==> config.mk <==
export PLATFORM = sky130hd
export DESIGN_NAME = perip_bridge
export DESIGN_NICKNAME = d
export VERILOG_FILES = /design/src/rtl/perip_pkg.sv /design/src/rtl/perip_bridge_key_debounce.sv /design/src/rtl/perip_bridge.sv
export SDC_FILE = /design/constraint.sdc
export NUM_CORES = 1
export LEC_CHECK = 0
export ABC_AREA = 1
export ABC_CLOCK_PERIOD_IN_PS = 18050
export CAP_MARGIN = 20
export CORE_AREA = 2 2 166 168
export CTS_BUF_LIST = sky130_fd_sc_hd__clkbuf_4
export CTS_CLUSTER_DIAMETER = 200
export DETAILED_ROUTE_END_ITERATION = 10
export DIE_AREA = 0 0 168 170
export PLACE_DENSITY = 0.74
export SETUP_SLACK_MARGIN = 0.02
export SYNTH_ARGS = -nofsm -noshare
export SYNTH_HDL_FRONTEND = slang
export SYNTH_SLANG_ARGS = --single-unit
==> constraint.sdc <==
create_clock -name cpu_clk -period 18.05 [get_ports cpu_clk]
set_input_delay 5.415 -clock cpu_clk [delete_from_list [all_inputs] [get_ports cpu_clk]]
set_output_delay 5.415 -clock cpu_clk [all_outputs]
set_load 0.1 [all_outputs]
==> src/rtl/perip_pkg.sv <==
// Shared peripheral-bridge definitions: MMIO offsets, counter command words, access sizes.
// Also holds the byte-lane merge used by the writable MMIO registers.
package perip_pkg;

  localparam logic [11:0] OFF_SW  = 12'h000;
  localparam logic [11:0] OFF_KEY = 12'h010;
  localparam logic [11:0] OFF_SEG = 12'h020;
  localparam logic [11:0] OFF_LED = 12'h040;
  localparam logic [11:0] OFF_CNT = 12'h050;

  localparam logic [31:0] CNT_START = 32'h8000_0000;
  localparam logic [31:0] CNT_STOP  = 32'hFFFF_FFFF;

  localparam logic [1:0] MASK_BYTE = 2'b00;
  localparam logic [1:0] MASK_HALF = 2'b01;
  localparam logic [1:0] MASK_WORD = 2'b10;

  typedef enum logic [1:0] {
    CNT_IDLE,
    CNT_RUN,
    CNT_HOLD
  } cnt_state_t;

  // Store data arrives already lane-aligned, so only the enabled lanes are replaced.
  function automatic logic [31:0] lane_merge(
    input logic [31:0] cur,
    input logic [31:0] wdata,
    input logic [1:0]  byte_off,
    input logic [1:0]  mask
  );
    logic [3:0]  be;
    logic [31:0] res;
    case (mask)
      MASK_BYTE: be = 4'b0001 << byte_off;
      MASK_HALF: be = byte_off[1] ? 4'b1100 : 4'b0011;
      MASK_WORD: be = 4'b1111;
      default:   be = 4'b0000;
    endcase
    res = cur;
    for (int i = 0; i < 4; i++) begin
      if (be[i]) res[8*i +: 8] = wdata[8*i +: 8];
    end
    return res;
  endfunction

endpackage

==> src/rtl/perip_bridge_key_debounce.sv <==
// One push-button: 2-flop synchronizer plus hold-time debounce; accepted level lags the pin
// by 2 sync cycles plus DEBOUNCE_CYCLES stable cycles. No flow control.
module key_debounce #(
  parameter logic [19:0] DEBOUNCE_CYCLES = 20'd500000
) (
  input  logic clk,
  input  logic rst,
  input  logic raw,
  output logic level
);

  logic        meta;
  logic        sync;
  logic [19:0] cnt;

  // Counter only advances while the synced pin disagrees with the accepted level.
  always_ff @(posedge clk or posedge rst) begin
    if (rst) begin
      meta  <= 1'b0;
      sync  <= 1'b0;
      cnt   <= 20'd0;
      level <= 1'b0;
    end else begin
      meta <= raw;
      sync <= meta;
      if (sync == level) begin
        cnt <= 20'd0;
      end else if (cnt == DEBOUNCE_CYCLES - 20'd1) begin
        level <= sync;
        cnt   <= 20'd0;
      end else begin
        cnt <= cnt + 20'd1;
      end
    end
  end

endmodule

==> src/rtl/perip_bridge.sv <==
// Data-bus decoder between the core and DRAM/MMIO peripherals (switches, keys, LED, 7-seg, ms counter).
// Reads are combinational (zero latency), writes land on the strobe edge; no backpressure.
module perip_bridge
  import perip_pkg::*;
#(
  parameter logic [31:0] DRAM_BASE       = 32'h8010_0000,
  parameter int          DRAM_AW         = 16,
  parameter logic [31:0] MMIO_BASE       = 32'h8020_0000,
  parameter int          CLK_PER_MS      = 50000,
  parameter logic [19:0] DEBOUNCE_CYCLES = 20'd500000
) (
  input  logic               cpu_clk,
  input  logic               cpu_rst,
  input  logic [31:0]        perip_addr,
  input  logic               perip_wen,
  input  logic [1:0]         perip_mask,
  input  logic [31:0]        perip_wdata,
  output logic [31:0]        perip_rdata,
  output logic [DRAM_AW-1:0] dram_addr,
  output logic               dram_wen,
  output logic [1:0]         dram_mask,
  output logic [1:0]         dram_byte,
  output logic [31:0]        dram_wdata,
  input  logic [31:0]        dram_rdata,
  input  logic [15:0]        sw,
  input  logic [4:0]         key,
  output logic [15:0]        led,
  output logic [31:0]        seg_data
);

  localparam int          PW         = (CLK_PER_MS > 1) ? $clog2(CLK_PER_MS) : 1;
  localparam logic [PW-1:0] PRE_LAST = PW'(CLK_PER_MS - 1);
  localparam logic [32:0] DRAM_LIMIT = {1'b0, DRAM_BASE} + (33'd1 << (DRAM_AW + 2));

  logic [15:0] sw_meta;
  logic [15:0] sw_sync;
  logic [4:0]  key_level;

  logic        dram_hit;
  logic        mmio_hit;
  logic [9:0]  word_off;
  logic        seg_sel;
  logic        led_sel;
  logic        cnt_sel;
  logic [31:0] seg_next;
  logic [15:0] led_next;
  logic        cnt_start;
  logic        cnt_stop;

  cnt_state_t  cnt_state;
  logic [31:0] cnt_ms;
  logic [PW-1:0] prescaler;

  assign dram_hit = (perip_addr >= DRAM_BASE) && ({1'b0, perip_addr} < DRAM_LIMIT);
  assign mmio_hit = (perip_addr[31:12] == MMIO_BASE[31:12]);
  assign word_off = perip_addr[11:2];

  assign dram_addr  = perip_addr[DRAM_AW+1:2];
  assign dram_wen   = perip_wen & dram_hit;
  assign dram_mask  = perip_mask;
  assign dram_byte  = perip_addr[1:0];
  assign dram_wdata = perip_wdata;

  assign seg_sel = mmio_hit && (word_off == OFF_SEG[11:2]);
  assign led_sel = mmio_hit && (word_off == OFF_LED[11:2]);
  assign cnt_sel = mmio_hit && (word_off == OFF_CNT[11:2]);

  assign seg_next = lane_merge(seg_data, perip_wdata, perip_addr[1:0], perip_mask);
  assign led_next = 16'(lane_merge({16'h0, led}, perip_wdata, perip_addr[1:0], perip_mask));

  // Counter commands are whole-word only; anything narrower is silently ignored.
  assign cnt_start = perip_wen && cnt_sel && (perip_mask == MASK_WORD) && (perip_wdata == CNT_START);
  assign cnt_stop  = perip_wen && cnt_sel && (perip_mask == MASK_WORD) && (perip_wdata == CNT_STOP);

  always_ff @(posedge cpu_clk or posedge cpu_rst) begin
    if (cpu_rst) begin
      sw_meta <= 16'h0;
      sw_sync <= 16'h0;
    end else begin
      sw_meta <= sw;
      sw_sync <= sw_meta;
    end
  end

  for (genvar i = 0; i < 5; i++) begin : g_key
    key_debounce #(
      .DEBOUNCE_CYCLES(DEBOUNCE_CYCLES)
    ) u_key_debounce (
      .clk   (cpu_clk),
      .rst   (cpu_rst),
      .raw   (key[i]),
      .level (key_level[i])
    );
  end

  always_ff @(posedge cpu_clk or posedge cpu_rst) begin
    if (cpu_rst) begin
      seg_data <= 32'h0;
      led      <= 16'h0;
    end else if (perip_wen) begin
      if (seg_sel) seg_data <= seg_next;
      if (led_sel) led      <= led_next;
    end
  end

  // Start has priority over both stop and a same-cycle prescaler wrap.
  always_ff @(posedge cpu_clk or posedge cpu_rst) begin
    if (cpu_rst) begin
      cnt_state <= CNT_IDLE;
      cnt_ms    <= 32'h0;
      prescaler <= '0;
    end else if (cnt_start) begin
      cnt_state <= CNT_RUN;
      cnt_ms    <= 32'h0;
      prescaler <= '0;
    end else if (cnt_stop && (cnt_state == CNT_RUN)) begin
      cnt_state <= CNT_HOLD;
    end else if (cnt_state == CNT_RUN) begin
      if (prescaler == PRE_LAST) begin
        prescaler <= '0;
        cnt_ms    <= cnt_ms + 32'd1;
      end else begin
        prescaler <= prescaler + 1'b1;
      end
    end
  end

  always_comb begin
    perip_rdata = 32'h0;
    if (dram_hit) begin
      perip_rdata = dram_rdata;
    end else if (mmio_hit) begin
      case (word_off)
        OFF_SW[11:2]:  perip_rdata = {16'h0, sw_sync};
        OFF_KEY[11:2]: perip_rdata = {27'h0, key_level};
        OFF_SEG[11:2]: perip_rdata = seg_data;
        OFF_LED[11:2]: perip_rdata = {16'h0, led};
        OFF_CNT[11:2]: perip_rdata = cnt_ms;
        default:       perip_rdata = 32'h0;
      endcase
    end
  end

endmodule

======== Yosys cells after proc, flatten, opt, wreduce, memory -nomap -nowiden ========
Index checks and enable logic that the tools add are counted.
storage, ports and cells
  bits in registers ....................... 245
  output and inout port bits .............. 133
  bits of input ports ..................... 122
  word-level logic and storage cells ...... 121
cells by class
  add/sub/neg operators ................... 7
  $lt $le $gt $ge ......................... 2
  muxes and demuxes ....................... 25
  shifts and indexed selects .............. 1
  equal/unequal tests ..................... 22
  bitwise operators ....................... 6
  reductions and logical operators ........ 27
operators by type and width
  kind                                                               count
  20-bit 2-to-1 mux                                                  10
  32-bit 2-to-1 mux                                                  6
  32-bit one-hot mux with 5 select lines                             1
  20-bit by 1-bit adder with 20-bit output, second input constant    5
  20-bit by 19-bit == test with 1-bit output, second input constant  5
  32-bit == test, second input constant                              2
  16-bit 2-to-1 mux                                                  4
  32-bit by 1-bit adder with 32-bit output, second input constant    1
  32-bit greater-or-equal comparator, second input constant          1
  32-bit less-than comparator, second input constant                 1
  3-bit AND reduction                                                7
  10-bit by 5-bit == test with 1-bit output, second input constant   2
  20-bit == test, second input constant                              1
  16-bit by 1-bit adder with 16-bit output, second input constant    1
  16-bit == test, second input constant                              1
  4-bit one-hot mux with 3 select lines                              1
  2-bit AND reduction                                                6
  10-bit by 3-bit == test with 1-bit output, second input constant   1
  10-bit by 4-bit == test with 1-bit output, second input constant   1
  10-bit zero test                                                   1
  1-bit logical AND                                                  9
  2-bit nonzero test                                                 3
  1-bit == test                                                      5
  1-bit inverter                                                     5
  other kinds (8)                                                    10

======== Longest topological paths before layout ========
Gate-level depths: netlist of run 1.
  depth after elaboration ................. 8
  depth in mapped cells ................... 14

======== Modules after synthesis ========
From an unflattened synthesis of run 1, not the netlist that was laid out.
second synthesis, totals
  cell total of the unflattened synthesis .. 1853
  area total of the unflattened synthesis .. 14232.4 um^2
by module, submodules not included
  module        area each (um^2)  instances  cells an instance  seq. area each (um^2)
  perip_bridge  7920.1            1          1043               3253.1
  key_debounce  1262.5            5          162                575.6

======== Worst setup path before layout of run 1 ========
No wires, ideal clock.
  path type ............................... in2out
  from .................................... input port perip_addr[3]
  to ...................................... output port perip_rdata[14]
  path buffers ............................ 1
  slack ................................... 5.396 ns
  data arrival time ....................... 7.239 ns
  required time ........................... 12.635 ns
  cell stages on the path ................. 9
  cells stage by stage .................... or2_4 -> nor2_4 -> nand2_1 -> inv_2 -> nor2_1 -> a21oi_2 -> buf_2 -> o21ai_0 -> nand2_1
between the ends
  cells in the longest elaborated chain, start to end .. 4
  elaborated cells between the ends (all ways) .. 11
  those cells by class .................... order compare: 2; eq/ne: 4; mux: 3; reduce/logical: 2
ends and longest elaborated chain
  element                                                                     line                 text
  start, declared                                                             perip_bridge.sv:14   input logic [31:0] perip_addr,
  branches (longest 3 deep; another with 32-bit greater-or-equal comparator)  n/a
  32-bit 2-to-1 mux (*)                                                       perip_bridge.sv:130  if (dram_hit) begin
  end, declared                                                               perip_bridge.sv:18   output logic [31:0] perip_rdata,
Every way passes the cells marked *.

======== Worst setup path in the final report of run 1 ========
  from .................................... input port perip_addr[2]
  to ...................................... output port perip_rdata[6]
Same word-level chain as after synthesis.

==> results of run 1 <==
[flip-flops by register name, summed over array words and instances (netlist names)]
register / flops
g_key.u_key_debounce.cnt: 100
sw_sync: 16
sw_meta: 16
seg_data: 32
cnt_state: 2
led: 16
prescaler: 16
cnt_ms: 32
g_key.u_key_debounce.sync: 5
g_key.u_key_debounce.meta: 5
g_key.u_key_debounce.level: 5
[power groups by stage]
| stage | Combinational (mW) | Sequential, mW | Clock, mW |
|---|---|---|---|
| 2_1_floorplan | 0.0772 | 0.569 | 0 |
| 3_3_place_gp | 0.118 | 0.570 | 0 |
| 3_5_place_dp | 0.119 | 0.570 | 0 |
| 4_1_cts | 0.120 | 0.560 | 0.503 |
| 5_1_grt | 0.127 | 0.561 | 0.537 |
| 6_report | 0.119 | 0.560 | 0.491 |
[routing by layer]
layer / part of all wire / wire, um / vias up / global-route usage
li1: - / - / 6017 / -
met1: 0.43 / 16300 / 5798 / 0.353
met2: 0.46 / 17500 / 472 / 0.441
met3: 0.072 / 2720 / 90 / 0.0570
met4: 0.037 / 1400 / 0 / 0.124
met5: 0 / 0 / - / 0
[worst register-to-register path, stage by stage, from the launching register on]
cell and delay [ns]:
dfrtp_1 0.43, ha_1 0.20, nand3_1 0.15, nor2_1 0.31, nand3_1 0.22, nor2_1 0.35, nand2_1 0.15, nor2_1 0.15
xor2_1 0.15, o21ai_0 0.08
[synthesized netlist by cell type (4+ instances only)]
cell type,count,area share
a211oi_1,4,0.0023
a21oi_1,33,0.013
a22o_1,9,0.0060
a32o_1,4,0.0030
and3_1,7,0.0033
buf_2,12,0.0045
buf_4,52,0.030
clkbuf_1,13,0.0037
dfrtp_1,245,0.46
ha_1,7,0.0066
inv_1,190,0.054
nand2_1,449,0.13
nand2_4,4,0.0034
nand3_1,87,0.033
nand3b_1,7,0.0040
nand4_1,42,0.020
nor2_1,204,0.058
nor3_1,77,0.029
nor3b_1,7,0.0040
nor4_1,12,0.0057
o21ai_0,121,0.046
o21ai_1,5,0.0019
or2_2,4,0.0019
xnor2_1,11,0.0073
xor2_1,72,0.048
[cell type report]
cell class              instances  area (um2)
inverters                     194         736
clock buffers                  92         691
clock inverters                27         134
repair buffers                262        2610
flip-flops and latches        245        6130
well taps                     341         427
fillers                      2434       10100
multi-input cells            1192        5810
diodes                          1        2.50
[cell families after synthesis]
kind of cell / count (synthesis) / share of synthesized area
mux: 3 / 0.00256
flops: 245 / 0.464
xor+xnor: 83 / 0.0551
fa+ha+maj: 7 / 0.00663
buf+inv: 277 / 0.0959
compound gates: 187 / 0.0777
simple gates: 912 / 0.298
[path summary, 6_finish.rpt]
| path | startpoint | endpoint | cells past startpoint |
|---|---|---|---|
| setup / recovery | perip_addr[2] | perip_rdata[6] | 11 |
| hold / removal | sw_meta[7] | sw_sync[7] | 0 |
| setup reg to reg | cnt_ms[1] | cnt_ms[18] | 9 |
| hold reg to reg | sw_meta[7] | sw_sync[7] | 0 |
| max in group asynchronous | cpu_rst | g_key[1].u_key_debounce.cnt[18] | 3 |
| min in group asynchronous | cpu_rst | g_key[4].u_key_debounce.cnt[11] | 2 |
[stage by stage]
step,std cells,utilization,area [um2],power (mW)
2_1_floorplan,1714,-,13200,0.647
3_3_place_gp,2233,0.589,15700,0.689
3_5_place_dp,2233,0.589,15700,0.690
4_1_cts,2352,0.620,16500,1.18
5_1_grt,2354,0.620,16500,1.22
6_report,2354,0.620,16500,1.17
==> results.ini, run 1 <==
[status]
status = finished, final reports clean

[floorplanning]
fp.dieH_um = 170
fp.dieW_um = 168
dieArea_mm2 = 0.0286
io_pins = 255
initial_core_util = 0.495
coreArea_mm2 = 0.0267
rows = 60

[worst_setup_path]
cpPeakStageDelay_ns = 1.17
path_delay_family = buffers and inverters
critPathLaunchType = primary input
path_buf_inv = 3
slowest_stage = clkdlybuf4s50_1
crit_chain = clkdlybuf4s50_1, or2_4, nor2_1, nand2_1, nor2_2, nor3_1, a21oi_2, buf_4, o21ai_0, nand2_1, clkdlybuf4s50_1
cp_data_required_time_ns = 12.63
crit_fanout = 17
critPathKind = primary input to primary output
reg2reg_slack_ns = 15.78
crit_arrival_ns = 9.67
end_kind = primary output

[pwr]
internal_power_uw = 847
power_density_mw_per_mm2 = 70.7
power_frac_comb = 0.101
vdd_ir_drop_max_uv = 42.5
p_sw_uw = 323
switching_share = 0.276
leakage_nw = 7.45
power_frac_seq = 0.479
p_clk_frac = 0.420

[timing]
finalWorstPathRequiredPeriod_ns = 15.09
setup_ws_ns = 2.96
worst_pin_slew_ns = 1.04
hold_violations = 0
slew_headroom = 0.306
hold-worst-slack_ns = 0.344
slew_viol_final = 0
fmax_ghz = 0.0663
finClkSkew_ns = 0.0558
fin_crit_sh = 0.836
setup_violations = 0
setup_tns_ns = 0
rsz0062_at_grt = false

[cells_and_area]
mostFrequentLayoutCell = nand2_1
final_net_count = 2092
synthToLayoutAreaGrowth_pct = 25.2
most-common-layout-cells = 449 x nand2_1, 254 x clkdlybuf4s50_1, 245 x dfrtp_1
drive_gt1_frac = 0.0651

[clocking]
cts_tree = built
cts_num_sinks = 245
path_clk_slew_ns = 0.07
cts_buffers = 68
cts_hold_buffers = 0
clk_latency_ns = 0.70
cts_root_buf = clkbuf_4
cts_setup_buffers = 0
cts_resized = 0
htreeDepth = 3
cts_buffer_depth = 3

[routing]
drc = 0
detail_route.wl_per_cell_um = 16.1
ant_nets = 0
post_drt_via_cell_ratio = 5.26
routed_wl_um = 37900
drt_iter0_drc = 1071
first_pass_iters = 6
num_vias = 12400

[synth]
synth_nets = 1843
synth_edf_count = 0
syn-cell-area_mm2 = 0.0132
synth-seq-cells = 245
ys_types = 44
yosysSeqAreaShare = 0.464
synth_warnings = 0
syn_inst = 1714
async_reset_ff_frac = 1.00
syn_area_per_cell_um2 = 7.70
synthFlopType = dfrtp_1

[global_route]
grt.overflow.total = 0
grt_max_degree = 103
grt_pass1_vias = 12100
antenna_found_initial = 1
grt_usage = 0.272
grt_pass1_wl_um = 61700

[place]
place_congestion = 0.951
dp_hpwl_um = 28300
dp_slack_ns = 2.99
port_buffers = 254

[hold_path]
hp-class = flop to flop

[run]
drv_cap = 0

Power figures use the tool's default switching activity.
==> run 2: changes to the inputs <==
--- a/config.mk
+++ b/config.mk
@@ -6,7 +6,7 @@
 export NUM_CORES = 1
 export LEC_CHECK = 0
 export ABC_AREA = 1
-export ABC_CLOCK_PERIOD_IN_PS = 18050
+export ABC_CLOCK_PERIOD_IN_PS = 15700
 export CAP_MARGIN = 20
 export CORE_AREA = 2 2 166 168
 export CTS_BUF_LIST = sky130_fd_sc_hd__clkbuf_4
==> constraint.sdc (replaced) <==
create_clock -name cpu_clk -period 15.7 [get_ports cpu_clk]
set_input_delay 4.71 -clock cpu_clk [delete_from_list [all_inputs] [get_ports cpu_clk]]
set_output_delay 4.71 -clock cpu_clk [all_outputs]
set_load 0.1 [all_outputs]
==> run 2 against run 1 <==
  * Final area is essentially flat
  * Via count fell by 1.3%
  * Hold slack worse by 0.012 ns
  * Largest cell class unchanged
  * Clock power is 19% higher
  * Critical endpoint unchanged
  * Critical path type unchanged
  * Largest power group unchanged
==> results.ini, run 2 (same netlist as run 1, synthesis figures left out) <==
[cells_and_area]
mostFrequentLayoutCell = nand2_1
largest-register = g_key.u_key_debounce.cnt
reg.largest.list = g_key.u_key_debounce.cnt (100), cnt_ms (32), seg_data (32)
final_net_count = 2090  ; -0.096%
stdcell_count = 2340  ; -0.59%
fill_cells = 2339  ; -3.9%
regArea_mm2 = 0.00613  ; unchanged
most-common-layout-cells = 449 x nand2_1, 254 x clkdlybuf4s50_1, 245 x dfrtp_1
synthToLayoutAreaGrowth_pct = 25.3  ; about the same
drive_gt1_frac = 0.0636  ; -0.00155
multi_input_area_mm2 = 0.00581  ; unchanged
largest_reg_flops = 100  ; unchanged

[pwr]
p_total_mw = 1.37  ; +17%
power_frac_seq = 0.472  ; -0.007
switching_share = 0.260  ; -0.0164
leakage_nw = 7.45  ; about the same
vdd_ir_drop_max_uv = 48.8  ; +15%
power_density_mw_per_mm2 = 82.6  ; +17%
p_sw_uw = 355  ; +9.8%
p_clk_frac = 0.429  ; +0.009
power_frac_comb = 0.100  ; about the same
internal_power_mw = 1.01  ; +19%

[worst_setup_path]
critPathKind = primary input to primary output
crit_arrival_ns = 9.39  ; -0.28 ns
crit_fanout = 25  ; +8
critPathLaunchType = primary input
cp_data_required_time_ns = 10.99  ; -1.64 ns
end_kind = primary output

[timing]
fmax_ghz = 0.0709
slew_viol_final = 0  ; unchanged
slew_headroom = 0.269  ; -0.0369
worst_pin_slew_ns = 1.10  ; +0.0587 ns
setup_violations = 0  ; unchanged
setup_tns_ns = 0  ; unchanged
hold-worst-slack_ns = 0.332  ; -0.0118 ns
finalWorstPathRequiredPeriod_ns = 14.10
hold_violations = 0  ; unchanged
fin_crit_sh = 0.898
finClkSkew_ns = 0.0403  ; -0.0155 ns
rsz0062_at_grt = false

[clocking]
cts_buffer_depth = 3  ; unchanged
clk_latency_ns = 0.67  ; -0.03 ns
cts_setup_buffers = 0  ; unchanged
cts_root_buf = clkbuf_4
cts_hold_buffers = 0  ; unchanged
path_clk_slew_ns = 0.06  ; about the same
cts_num_sinks = 245  ; unchanged
htreeDepth = 3  ; unchanged
cts_resized = 0  ; unchanged
cts_tree = built
cts_buffers = 67  ; -1.5%

[status]
status = finished, final reports clean

[routing]
drc = 0  ; unchanged
detail_route.wl_per_cell_um = 15.9  ; -1.2%
first_pass_iters = 6  ; unchanged
drt_iter0_drc = 876  ; -18%
routed_wl_um = 37200  ; -1.8%
num_vias = 12200  ; -1.3%
post_drt_via_cell_ratio = 5.22  ; -0.73%
ant_nets = 0  ; unchanged

[place]
placedCellCount = 2233  ; unchanged
place_congestion = 0.912  ; -4.1%
port_buffers = 254  ; unchanged
dp_hpwl_um = 27800  ; -2.0%

[global_route]
grt_pass1_vias = 11900  ; -1.6%
grt.overflow.total = 0  ; unchanged
grt_max_degree = 98  ; -4.9%
grt_pass1_wl_um = 60200  ; -2.5%
antenna_found_initial = 1  ; unchanged
grt_usage = 0.265  ; -0.00752

[floorplanning]
dieArea_mm2 = 0.0286  ; unchanged
fp.dieH_um = 170  ; unchanged
io_pins = 255  ; unchanged
coreArea_mm2 = 0.0267  ; unchanged
fp.dieW_um = 168  ; unchanged
rows = 60  ; unchanged
initial_core_util = 0.495  ; unchanged

[run]
drv_cap = 0  ; unchanged

[hold_path]
hp-class = flop to flop

==> run 2: power groups by stage <==
stage | registers [mW] | clock network (mW) | logic (mW)
floorplan | 0.655 | 0 | 0.0888
global placement | 0.655 | 0 | 0.136
detailed placement | 0.656 | 0 | 0.137
CTS | 0.644 | 0.600 | 0.137
global route | 0.645 | 0.636 | 0.145
finish | 0.644 | 0.586 | 0.136
==> run 2: metal layers <==
layer  part of all wire  up-vias  GRT usage
li1                   -     6000          -
met5                  0        -          0
met1               0.43     5702      0.344
met3              0.076       66     0.0567
met4              0.023        0     0.0907
met2               0.47      445      0.441
==> run 2: critical path, stage by stage <==
cell and delay [ns]:
clkdlybuf4s50_1 0.43, or2_4 0.28, nor2_4 0.21, nand2_1 0.65, inv_2 0.36, nor2_1 0.10, a21oi_2 0.83, buf_4 0.37
o21ai_0 0.11, nand2_1 0.14, clkdlybuf4s50_1 1.16
==> run 2: per-stage QoR <==
stage / setup WS, ns / utilization / cell area, um2
3_3_place_gp: 1.78 / 0.589 / 15700
4_1_cts: 1.68 / 0.621 / 16500
3_5_place_dp: 1.69 / 0.589 / 15700
6_report: 1.60 / 0.621 / 16500
2_1_floorplan: 4.26 / - / 13200
5_1_grt: 1.32 / 0.621 / 16500
==> run 2: path summary, 6_finish.rpt <==
path,from,endpoint,slack [ns],depth (start not counted)
max,perip_addr[3],perip_rdata[6],1.60,11
max reg2reg,cnt_ms[1],cnt_ms[18],13.47,9
min,sw_meta[10],sw_sync[10],0.33,0
min in group asynchronous,cpu_rst,g_key[4].u_key_debounce.cnt[16],4.57,2
min reg2reg,sw_meta[10],sw_sync[10],0.33,0
max in group asynchronous,cpu_rst,prescaler[15],9.71,3
==> run 2: cell type report <==
class | count | area share
inverters | 194 | 0.0445
clock buffers | 89 | 0.0404
diodes | 1 | 0.000151
well taps | 341 | 0.0258
repair buffers | 261 | 0.157
flip-flops and latches | 245 | 0.371
multi-input cells | 1192 | 0.351
clock inverters | 17 | 0.0108
